## src/rtl/pc_pkg.sv

```systemverilog
// Shared definitions for the program-counter unit: PC-select opcodes and
// the helper that sizes the return-stack occupancy counter.
package pc_pkg;

  localparam logic [2:0] PS_HOLD = 3'b000;
  localparam logic [2:0] PS_INC  = 3'b001;
  localparam logic [2:0] PS_BR   = 3'b010;
  localparam logic [2:0] PS_JMP  = 3'b011;
  localparam logic [2:0] PS_CALL = 3'b100;
  localparam logic [2:0] PS_RET  = 3'b101;
  localparam logic [2:0] PS_BZ   = 3'b110;
  localparam logic [2:0] PS_BN   = 3'b111;

  // Counter must represent 0..depth inclusive.
  function automatic int cnt_w(input int depth);
    return $clog2(depth + 1);
  endfunction

endpackage

```

## src/rtl/return_stack.sv

```systemverilog
// LIFO of return addresses with a combinationally readable top entry.
// Push on full and pop on empty are ignored; the caller flags those faults.
module return_stack
  import pc_pkg::*;
#(
  parameter int DEPTH = 4,
  parameter int PC_W  = 6
) (
  input  logic            clk_main,
  input  logic            reset,
  input  logic            push,
  input  logic            pop,
  input  logic [PC_W-1:0] din,
  output logic [PC_W-1:0] top,
  output logic            full,
  output logic            empty
);

  localparam int CW = cnt_w(DEPTH);

  logic [CW-1:0]   cnt_q;
  logic [CW-1:0]   cnt_d;
  logic            do_push;
  logic            do_pop;
  logic [PC_W-1:0] mem_q [DEPTH];

  assign full    = (cnt_q == CW'(DEPTH));
  assign empty   = (cnt_q == '0);
  assign do_push = push && !full;
  assign do_pop  = pop && !empty && !push;

  always_comb begin
    cnt_d = cnt_q;
    if (do_push) begin
      cnt_d = cnt_q + CW'(1);
    end else if (do_pop) begin
      cnt_d = cnt_q - CW'(1);
    end
  end

  always_ff @(posedge clk_main) begin
    if (reset) begin
      cnt_q <= '0;
    end else begin
      cnt_q <= cnt_d;
    end
  end

  // Entry gi is written when it is the next free slot; contents need no reset.
  for (genvar gi = 0; gi < DEPTH; gi++) begin : g_entry
    always_ff @(posedge clk_main) begin
      if (do_push && (cnt_q == CW'(gi))) begin
        mem_q[gi] <= din;
      end
    end
  end

  always_comb begin
    top = '0;
    for (int i = 0; i < DEPTH; i++) begin
      if (cnt_q == CW'(i + 1)) begin
        top = mem_q[i];
      end
    end
  end

endmodule

```

## src/rtl/pc_stack_unit.sv

```systemverilog
// Instruction-fetch program counter with relative/absolute/conditional
// branches, stall, and a hardware return-address stack for call/return.
module pc_stack_unit
  import pc_pkg::*;
#(
  parameter int              PC_W      = 6,
  parameter int              SEL_W     = 3,
  parameter int              DEPTH     = 4,
  parameter logic [PC_W-1:0] RESET_VEC = '0
) (
  input  logic             clk_main,
  input  logic             reset,
  input  logic [PC_W-1:0]  A,
  input  logic [SEL_W-1:0] SA,
  input  logic [SEL_W-1:0] SB,
  input  logic [2:0]       PS,
  input  logic             Z,
  input  logic             N,
  input  logic             stall,
  output logic [PC_W-1:0]  PC,
  output logic             stk_full,
  output logic             stk_empty,
  output logic             stk_err
);

  localparam int OW = 2 * SEL_W;

  logic [PC_W-1:0] pc_q;
  logic [PC_W-1:0] pc_d;
  logic            err_q;
  logic            err_d;
  logic [OW-1:0]   off_raw;
  logic [PC_W-1:0] off;
  logic [PC_W-1:0] pc_inc;
  logic [PC_W-1:0] pc_br;
  logic [PC_W-1:0] stk_top;
  logic            push;
  logic            pop;
  logic            fault;

  assign off_raw = {SA, SB};

  if (PC_W > OW) begin : g_sext
    assign off = {{(PC_W - OW){off_raw[OW-1]}}, off_raw};
  end else begin : g_noext
    assign off = off_raw;
  end

  assign pc_inc = pc_q + PC_W'(1);
  assign pc_br  = pc_q + off;

  always_comb begin
    pc_d  = pc_q;
    push  = 1'b0;
    pop   = 1'b0;
    fault = 1'b0;
    case (PS)
      PS_HOLD: pc_d = pc_q;
      PS_INC:  pc_d = pc_inc;
      PS_BR:   pc_d = pc_br;
      PS_JMP:  pc_d = A;
      PS_CALL: begin
        // The jump is taken even when the push has nowhere to go.
        pc_d = A;
        if (stk_full) fault = 1'b1;
        else          push  = 1'b1;
      end
      PS_RET: begin
        if (stk_empty) begin
          pc_d  = pc_inc;
          fault = 1'b1;
        end else begin
          pc_d = stk_top;
          pop  = 1'b1;
        end
      end
      PS_BZ:   pc_d = Z ? pc_br : pc_inc;
      PS_BN:   pc_d = N ? pc_br : pc_inc;
      default: pc_d = pc_q;
    endcase
    if (stall) begin
      pc_d  = pc_q;
      push  = 1'b0;
      pop   = 1'b0;
      fault = 1'b0;
    end
    err_d = err_q | fault;
  end

  always_ff @(posedge clk_main) begin
    if (reset) begin
      pc_q  <= RESET_VEC;
      err_q <= 1'b0;
    end else begin
      pc_q  <= pc_d;
      err_q <= err_d;
    end
  end

  return_stack #(
    .DEPTH (DEPTH),
    .PC_W  (PC_W)
  ) u_stack (
    .clk_main (clk_main),
    .reset    (reset),
    .push     (push),
    .pop      (pop),
    .din      (pc_inc),
    .top      (stk_top),
    .full     (stk_full),
    .empty    (stk_empty)
  );

  assign PC      = pc_q;
  assign stk_err = err_q;

endmodule

```

## config.mk

```make
export PLATFORM = sky130hd
export DESIGN_NAME = pc_stack_unit
export DESIGN_NICKNAME = d
export VERILOG_FILES = /design/src/rtl/pc_pkg.sv /design/src/rtl/return_stack.sv /design/src/rtl/pc_stack_unit.sv
export SDC_FILE = /design/constraint.sdc
export NUM_CORES = 1
export LEC_CHECK = 0
export BUFFER_PORTS_ARGS = -buffer_cell sky130_fd_sc_hd__buf_2
export CAP_MARGIN = 15
export CORE_ASPECT_RATIO = 1.4
export CORE_UTILIZATION = 57
export DETAILED_ROUTE_END_ITERATION = 10
export HOLD_SLACK_MARGIN = 0.08
export PLACE_DENSITY_LB_ADDON = 0.3
export RECOVER_POWER = 25
export SLEW_MARGIN = 20
export SYNTH_ARGS = -nofsm -noshare
export SYNTH_HDL_FRONTEND = slang
export SYNTH_SLANG_ARGS = --single-unit
```

## constraint.sdc

```tcl
create_clock -name clk_main -period 2.8 [get_ports clk_main]
set_input_delay 0.42 -clock clk_main [delete_from_list [all_inputs] [get_ports clk_main]]
set_output_delay 0.42 -clock clk_main [all_outputs]
set_load 0.005 [all_outputs]
```

==> run metrics, run 1 <==
final setup vio count 0; HP Class input port to flip-flop; Final period util 0.862; status completed; Post-CTS Setup Inserts 0; initial antenna violation count 0; post-DP HPWL 3380 um; Max Cap Viol 0; fin. max-slew vios 0; Final Skew 0.00267 ns; setup TNS 0 ns; worst skew pair latency 0.28 ns; net count after synthesis 234; Initial Util 0.596; Worst-path clk slew 0.06 ns; post-route design area 0.00221 mm2; worst-path cell chain inv_1 -> ha_1 -> nand2_2 -> clkinv_1 -> or3_4 -> nor2_1; total power draw about 1.1 mW; end of the critical path u_stack.mem_q[0][2]; CTS tree done; Avg Cell Area, Syn 9.92 um2; I/O pins 29; Routed Antenna Nets 0; maximum vdd drop 0.446 mV; Wirelength per Cell around 17 um; CP Max Fanout 8; startpoint types flip-flop; worst path arrival time 2.33 ns; pwr dens 503 mW/mm2; die span in x 52.0 um; asr flop ratio synth 0; worst-path cell with the longest stage delay or3_4; CTS max path bufs 2; vias between 1500 and 2000; CTS H-tree depth 2; # hold bufs at CTS 0; RSZ-0062 raised after global routing false; final core utilization 0.660; drt pass-1 iters 4; Tmin final ~2.4 ns; Worst Setup SP u_stack.cnt_q[0]; Worst EP required 2.72 ns; Final Hold Vio Count 0; Initial DRC Count 46; Synth Flop Type edfxtp_1; global-route wire length before repair 7380 um; slew margin rel. 0.519; leakage 0.849 nW; largest net degree at the start of global routing 16; Synth Register Bits 34; crit path kind flip-flop to flip-flop; DIE HEIGHT 72.0 um; synthesized area about 0.0020 mm2; total die area 0.00374 mm2; post-synthesis sequential area ratio 0.462; gr usage total 0.278; max frequency 414 MHz; total core area 0.00335 mm2; Setup crit end kind flip-flop; RR Endpoint u_stack.mem_q[0][2]; Worst-Margin Slew a little over 0.7 ns; Num CTS Buffers 5; RD Place Congestion 0.845; vias in the first global route 1566; worst reg-to-reg setup slack 0.39 ns; final net count 260; share of layout cells above drive strength 1 0.162; Post-CTS Resized 0; Num Clock Sinks 34; Post-Place Cell Area ~0.0021 mm2; FP Rows 25; total wire length 4460 um; critical path's largest stage delay 0.43 ns; Post-synth EDFFs 24; root buffer selected by CTS clkbuf_8; diode count 0; Avg Vias per Cell 6.07; Synth Warn # 0; Unique masters post-synth 41; filler cell count 282; worst r2r path cells 6; R2R Path Start u_stack.cnt_q[0]; Port Buffers 28; Layout area overhead 10.8%; total gr overflow 0; DRC Markers 0; Cells after Synth 201
[critical path, delay by kind of cell (launching register included)]
| family | cells | cell delay [ns] |
|---|---|---|
| AND/OR/NAND/NOR | 3 | 1.02 |
| buffers and inverters | 2 | 0.33 |
| adder cells (fa/ha/maj) | 1 | 0.30 |
| flip-flops | 1 | 0.39 |
[how the worst min path moves through the flow]
stage,from,endpoint,slack (ns),cells past startpoint
4_1_cts,reset,u_stack.cnt_q[2],0.44,2
6_report,reset,u_stack.cnt_q[2],0.45,2
3_5_place_dp,stk_err,stk_err,0.46,2
3_3_place_gp,stk_err,stk_err,0.45,2
2_1_floorplan,stk_err,stk_err,0.46,2
5_1_grt,reset,u_stack.cnt_q[2],0.45,2
[per-stage QoR]
step / hold WS [ns] / instances / setup slack (ns)
6_report: 0.450 / 268 / 0.387
2_1_floorplan: 0.463 / 201 / 0.725
5_1_grt: 0.452 / 268 / 0.236
4_1_cts: 0.439 / 268 / 0.395
3_3_place_gp: 0.448 / 260 / 0.574
3_5_place_dp: 0.459 / 260 / 0.402
[cell type report]
class                      instances  area [um2]  area share
clock inverter                     3        11.3     0.00510
tap                               40        50.0      0.0227
inverter                           6        22.5      0.0102
sequential                        34         921       0.417
clock buffer                       5        68.8      0.0312
multi-input combinational        152         997       0.452
timing repair buffer              28         138      0.0623
[cell usage after synthesis (2+ instances only)]
cell	instances	area share
a21oi_1	24	0.060
edfxtp_1	24	0.36
nor2_1	22	0.041
o21ai_0	14	0.035
ha_1	12	0.075
dfxtp_1	10	0.10
a211oi_1	7	0.026
a22oi_1	7	0.026
xnor2_1	7	0.031
nand2_1	6	0.011
nand3_1	6	0.015
inv_1	5	0.0094
a21o_1	4	0.015
a221oi_1	4	0.018
and3_1	4	0.013
xor2_1	4	0.018
and2_1	3	0.0094
buf_2	3	0.0075
clkbuf_1	3	0.0056
nor2b_1	3	0.0094
nor3_1	3	0.0075
o211ai_1	3	0.011
buf_6	2	0.011
o21ai_1	2	0.0050
o22ai_1	2	0.0063
or2_2	2	0.0063
[where the power goes]
group | switching, mW | leakage [nW] | internal [mW] | total [mW]
combinational | 0.119 | 0.508 | 0.0863 | 0.205
clock | 0.163 | 0.0407 | 0.166 | 0.328
sequential | 0.0195 | 0.300 | 0.558 | 0.577
total | 0.301 | 0.849 | 0.810 | 1.11
[per-layer routing]
layer | global-route usage | up-vias | wire (um)
met5 | 0 | - | 0
li1 | - | 798 | -
met1 | 0.339 | 763 | 1840
met4 | 0.108 | 0 | 82
met2 | 0.477 | 59 | 2350
met3 | 0.0503 | 7 | 193
[cell usage in the layout (no fill, tap or decap), types with 4 or more instances in the layout]
cell type and n:
a211oi_1 7, a21o_1 4, a21oi_1 24, a221oi_1 4, a22oi_1 7, and3_1 4
buf_2 26, clkbuf_8 5, clkinv_1 4, dfxtp_1 10, edfxtp_1 24, ha_1 12
inv_1 5, nand2_1 6, nand3_1 6, nor2_1 22, o21ai_0 14, xnor2_1 7
xor2_1 4
[cell families after synthesis]
kind of cell	count (synthesis)	synth area share
compound gates	72	0.224
mux	1	0.00502
simple gates	55	0.137
flops	34	0.462
buf+inv	15	0.0377
fa+ha+maj	13	0.0854
xor+xnor	11	0.0483
[sequential cells by signal (all words and copies together) (netlist names)]
register and cells:
u_stack.cnt_q 3, PC 6, stk_err 1, u_stack.mem_q 24
Note: power is estimated with default switching activity, not from simulation.
==> run 2: changes to the inputs <==
--- a/config.mk
+++ b/config.mk
@@ -8,6 +8,7 @@
 export BUFFER_PORTS_ARGS = -buffer_cell sky130_fd_sc_hd__buf_2
 export CAP_MARGIN = 15
 export CORE_ASPECT_RATIO = 1.4
+export CORE_MARGIN = 2
 export CORE_UTILIZATION = 57
 export DETAILED_ROUTE_END_ITERATION = 10
 export HOLD_SLACK_MARGIN = 0.08
==> run 2 against run 1 <==
Net effect:
- critical path depth unchanged
- non-clock buffer count unchanged
- worst setup slack improved by 0.0012 ns
- design area about the same
- combinational power about the same
- core utilization about the same
- register-to-register slack about the same
- fmax about the same
- total power increased by 1.3%
- via count increased by 1.2%
- clock power increased by 5%
- hold slack about the same
- largest cell class unchanged
- largest power group unchanged
==> run metrics, run 2 (synthesis gave the netlist of run 1 again) <==
total core area 0.00335 mm2 (unchanged); CTS max path bufs 2 (unchanged); metal2 WL 2280 um (was 2350 um); top layer in use met4 (unchanged); total die area 0.00399 mm2 (was 0.00374 mm2); diode count 0 (unchanged); Worst Hold Depth 2 (unchanged); Post-CTS Setup Inserts 0 (unchanged); post-DP HPWL 3440 um (was 3380 um); worst path arrival time 2.34 ns (was 2.33 ns); most frequent cells in the layout buf_2 (27), a21oi_1 (24), edfxtp_1 (24) (was buf_2 (26), a21oi_1 (24), edfxtp_1 (24)); Top Family by Delay on Critical Path simple AND/OR/NAND/NOR gates (unchanged); CTS tree done (unchanged); setup TNS 0 ns (unchanged); CTS H-tree depth 2 (unchanged); Post-CTS Resized 0 (unchanged); status completed (unchanged); worst r2r path cells 6 (unchanged); Port Buffers 28 (unchanged); startpoint types flip-flop (unchanged); Sequential Area 921 um2 (unchanged); slew margin rel. 0.503 (was 0.519); gr usage total 0.251 (was 0.278); global-route wire length before repair 7200 um (was 7380 um); maximum vdd drop 0.366 mV (was 0.446 mV); DIE HEIGHT 74.0 um (was 72.0 um); FP Rows 25 (unchanged); Max Cap Viol 0 (unchanged); Final period util 0.861 (was 0.862); DRC Markers 0 (unchanged); Crit path buffers/inverters 2 (unchanged); max reg flops 24 (unchanged); Final Skew 0.00271 ns (was 0.00267 ns); final core utilization 0.660 (about the same); Worst-path clk slew 0.06 ns (about the same); Setup crit end kind flip-flop (unchanged); final setup vio count 0 (unchanged); Final Hold Vio Count 0 (unchanged); Top reg by flops u_stack.mem_q (unchanged); worst-path cell with the longest stage delay nor2_1 (was or3_4); vias 1646 (was 1627); HP Class input port to flip-flop (unchanged); Hold Path Origin reset (unchanged); total wire length 4480 um (was 4460 um); die span in x 54.0 um (was 52.0 um); worst-path cell chain inv_1 -> ha_1 -> nand2_2 -> clkinv_1 -> or3_4 -> nor2_1 (unchanged); wire length on met1 1760 um (was 1840 um); vias in the first global route 1585 (was 1566); Tmin final 2.41 ns (about the same); leakage 0.851 nW (was 0.849 nW); WHS Endpoint u_stack.cnt_q[0] (was u_stack.cnt_q[2]); root buffer selected by CTS clkbuf_8 (unchanged); R2R Path Start u_stack.cnt_q[0] (unchanged); crit path kind flip-flop to flip-flop (unchanged); worst skew pair latency 0.28 ns (about the same); commonest non-fill, non-tap cell in the layout buf_2 (unchanged); drt pass-1 iters 4 (unchanged); RSZ-0062 raised after global routing false (unchanged); total gr overflow 0 (unchanged); RR Endpoint u_stack.mem_q[0][3] (was u_stack.mem_q[0][2]); initial antenna violation count 0 (unchanged); Worst-Margin Slew 0.743 ns (was 0.720 ns); filler cell count 296 (was 282); fin. max-slew vios 0 (unchanged); Layout area overhead 10.9% (was 10.8%); met3 wire len 297 um (was 193 um); CP Max Fanout 8 (unchanged); max frequency 415 MHz (was 414 MHz); Num CTS Buffers 5 (unchanged); Avg Vias per Cell 6.14 (was 6.07); Initial DRC Count 80 (was 46); I/O pins 29 (unchanged); total power draw 1.13 mW (was 1.11 mW); final net count 260 (unchanged); # hold bufs at CTS 0 (unchanged); share of layout cells above drive strength 1 0.167 (was 0.162); critical path's largest stage delay 0.45 ns (was 0.43 ns); Wirelength per Cell 16.7 um (about the same); multi-input logic area 997 um2 (unchanged); Num Clock Sinks 34 (unchanged); largest net degree at the start of global routing 16 (unchanged); Routed Antenna Nets 0 (unchanged); pwr dens 509 mW/mm2 (was 503 mW/mm2); worst reg-to-reg setup slack 0.39 ns (about the same); RD Place Congestion 0.846 (was 0.845); Initial Util 0.596 (unchanged); Worst EP required 2.72 ns (about the same)
## run 2: per-layer routing
metal | vias to the layer above | GRT usage
li1 | 799 | -
met1 | 766 | 0.299
met2 | 68 | 0.427
met3 | 13 | 0.0502
met4 | 0 | 0.114
met5 | - | 0
## run 2: report_power, final
part	total, mW	internal [mW]	leakage [nW]	switching (mW)
Clock	0.343	0.176	0.0395	0.167
Combinational	0.205	0.0863	0.512	0.119
Sequential	0.577	0.558	0.300	0.0196
Total	1.13	0.820	0.851	0.305
## run 2: layout make-up
cell class | instances | share of cell area
inverter | 6 | 0.0102
multi-input combinational | 152 | 0.451
tap | 40 | 0.0227
timing repair buffer | 28 | 0.0629
clock buffer | 8 | 0.0362
sequential | 34 | 0.417
## run 2: worst max path at each step
| stage | cells past startpoint | start | endpoint |
|---|---|---|---|
| CTS | 6 | u_stack.cnt_q[0] | u_stack.mem_q[0][1] |
| floorplan | 6 | u_stack.cnt_q[0] | u_stack.mem_q[0][0] |
| finish | 6 | u_stack.cnt_q[0] | u_stack.mem_q[0][3] |
| detailed placement | 6 | u_stack.cnt_q[0] | u_stack.mem_q[0][3] |
| global route | 6 | u_stack.cnt_q[0] | u_stack.mem_q[0][1] |
| global placement | 6 | u_stack.cnt_q[0] | u_stack.mem_q[0][5] |
## run 2: worst reg2reg max path, cell delays in order (launching register included)
cell	delay (ns)
dfxtp_1	0.40
inv_1	0.10
ha_1	0.30
nand2_2	0.16
clkinv_1	0.22
or3_4	0.43
nor2_1	0.45
## run 2: stage by stage
| stage | instance area, um2 | std cells | hold WS (ns) | setup WS [ns] |
|---|---|---|---|---|
| 2_1_floorplan | 1990 | 201 | 0.463 | 0.725 |
| 3_3_place_gp | 2130 | 260 | 0.447 | 0.571 |
| 3_5_place_dp | 2130 | 260 | 0.465 | 0.414 |
| 4_1_cts | 2210 | 268 | 0.452 | 0.408 |
| 5_1_grt | 2210 | 268 | 0.460 | 0.250 |
| 6_report | 2210 | 268 | 0.451 | 0.388 |
==> run 3: changes to the inputs <==
--- a/config.mk
+++ b/config.mk
@@ -11,6 +11,7 @@
 export CORE_MARGIN = 2
 export CORE_UTILIZATION = 57
 export DETAILED_ROUTE_END_ITERATION = 10
+export GPL_TIMING_DRIVEN = 0
 export HOLD_SLACK_MARGIN = 0.08
 export PLACE_DENSITY_LB_ADDON = 0.3
 export RECOVER_POWER = 25
==> run 3 against run 2 <==
Net effect:
- fmax fell by 3.7%
- critical path depth did not move
- total power fell by 0.89%
- hold slack improved by 0.029 ns
- design area rose by 1.9%
- largest power group unchanged
==> run metrics, run 3 (synthesis gave the netlist of run 1 again) <==
CP Max Fanout 8 (unchanged); Setup crit end kind flip-flop (unchanged); max reg flops 24 (unchanged); largest net degree at the start of global routing 11 (was 16); Wirelength per Cell 16.1 um (was 16.7 um); Tmin final 2.51 ns (was 2.41 ns); CTS tree done (unchanged); worst skew pair latency 0.28 ns (about the same); RSZ-0062 raised after global routing false (unchanged); worst r2r path cells 6 (unchanged); worst path arrival time 2.42 ns (was 2.34 ns); Initial Util 0.596 (unchanged); HP Class flip-flop to flip-flop (was input port to flip-flop); gr usage total 0.260 (was 0.251); final worst slack 0.294 ns (was 0.388 ns); vias 1647 (was 1646); total gr overflow 0 (unchanged); crit path kind flip-flop to flip-flop (unchanged); slew margin rel. 0.610 (was 0.503); total wire length 4420 um (was 4480 um); final setup vio count 0 (unchanged); pwr dens 496 mW/mm2 (was 509 mW/mm2); DIE HEIGHT 74.0 um (unchanged); final net count 267 (was 260); Num CTS Buffers 5 (unchanged); diode count 0 (unchanged); hold slack 0.479 ns (was 0.451 ns); CTS max path bufs 2 (unchanged); maximum vdd drop 0.334 mV (was 0.366 mV); commonest non-fill, non-tap cell in the layout buf_2 (unchanged); global-route wire length before repair 7440 um (was 7200 um); fin. max-slew vios 0 (unchanged); pre-CTS WS 0.296 ns (was 0.414 ns); Worst Setup SP u_stack.cnt_q[0] (unchanged); CTS H-tree depth 2 (unchanged); RR Endpoint u_stack.mem_q[0][1] (was u_stack.mem_q[0][3]); Max Cap Viol 0 (unchanged); total power draw 1.12 mW (was 1.13 mW); worst reg-to-reg setup slack 0.29 ns (was 0.39 ns); Layout area overhead 12.9% (was 10.9%); leakage 0.870 nW (was 0.851 nW); FP Rows 25 (unchanged); max frequency 399 MHz (was 415 MHz); Worst-path clk slew 0.07 ns (was 0.06 ns); Worst-Margin Slew 0.583 ns (was 0.743 ns); share of layout cells above drive strength 1 0.170 (was 0.167); status completed (unchanged); total die area 0.00399 mm2 (unchanged); I/O pins 29 (unchanged); RD Place Congestion 0.870 (was 0.846); Post-Place Cell Area 0.00217 mm2 (was 0.00213 mm2); Avg Vias per Cell 5.99 (was 6.14); most frequent cells in the layout buf_2 (27), a21oi_1 (24), edfxtp_1 (24) (unchanged); post-route design area 0.00225 mm2 (was 0.00221 mm2); DRC Markers 0 (unchanged); post-DP HPWL 3440 um (about the same); end of the critical path u_stack.mem_q[0][1] (was u_stack.mem_q[0][3]); root buffer selected by CTS clkbuf_8 (unchanged); drt pass-1 iters 4 (unchanged); Final Hold Vio Count 0 (unchanged); Worst Hold Depth 2 (unchanged); Initial DRC Count 51 (was 80); die span in x 54.0 um (unchanged); Port Buffers 26 (was 28); setup TNS 0 ns (unchanged); total core area 0.00335 mm2 (unchanged); Final period util 0.895 (was 0.861); startpoint types flip-flop (unchanged); Final Skew 0.00671 ns (was 0.00271 ns); Post-CTS Resized 0 (unchanged); # hold bufs at CTS 0 (unchanged); Worst EP required 2.72 ns (about the same); vias in the first global route 1611 (was 1585); Top reg by flops u_stack.mem_q (unchanged); R2R Path Start u_stack.cnt_q[0] (unchanged); Routed Antenna Nets 0 (unchanged); Num Clock Sinks 34 (unchanged); Post-CTS Setup Inserts 0 (unchanged); initial antenna violation count 0 (unchanged)
run 3: through the flow:
step / utilization / std cells
5_1_grt: 0.673 / 275
6_report: 0.673 / 275
4_1_cts: 0.673 / 275
3_5_place_dp: 0.649 / 267
2_1_floorplan: - / 201
3_3_place_gp: 0.649 / 267
run 3: how the worst min path moves through the flow:
stage               slack (ns)  endpoint     from
floorplan                 0.46   stk_err  stk_err
global placement          0.45   stk_err  stk_err
detailed placement        0.46   stk_err  stk_err
CTS                       0.47   stk_err  stk_err
global route              0.50   stk_err  stk_err
finish                    0.48   stk_err  stk_err
run 3: routing by layer:
metal  share of wire  GRT usage  vias to the layer above
met5               0          0                        -
met4           0.026      0.119                        0
met3           0.037     0.0502                       11
met2            0.53      0.442                       43
li1                -          -                      810
met1            0.41      0.313                      783
run 3: area by class of cell:
type	count	area [um2]
inverters	6	22.5
flip-flops and latches	34	921
well taps	40	50.0
multi-input cells	152	997
repair buffers	26	128
fillers	281	1100
clock inverters	3	11.3
plain buffers	9	52.6
clock buffers	5	68.8
run 3: where the power goes:
| group | switching (mW) | internal, mW | leakage, nW |
|---|---|---|---|
| logic | 0.119 | 0.0893 | 0.530 |
| registers | 0.0185 | 0.558 | 0.300 |
| clock network | 0.165 | 0.166 | 0.0407 |
run 3: critical path, stage by stage, from the launching register on:
cell	delay, ns
dfxtp_1	0.41
inv_1	0.11
ha_1	0.31
nand2_2	0.18
clkinv_1	0.23
or3_4	0.43
nor2_1	0.46
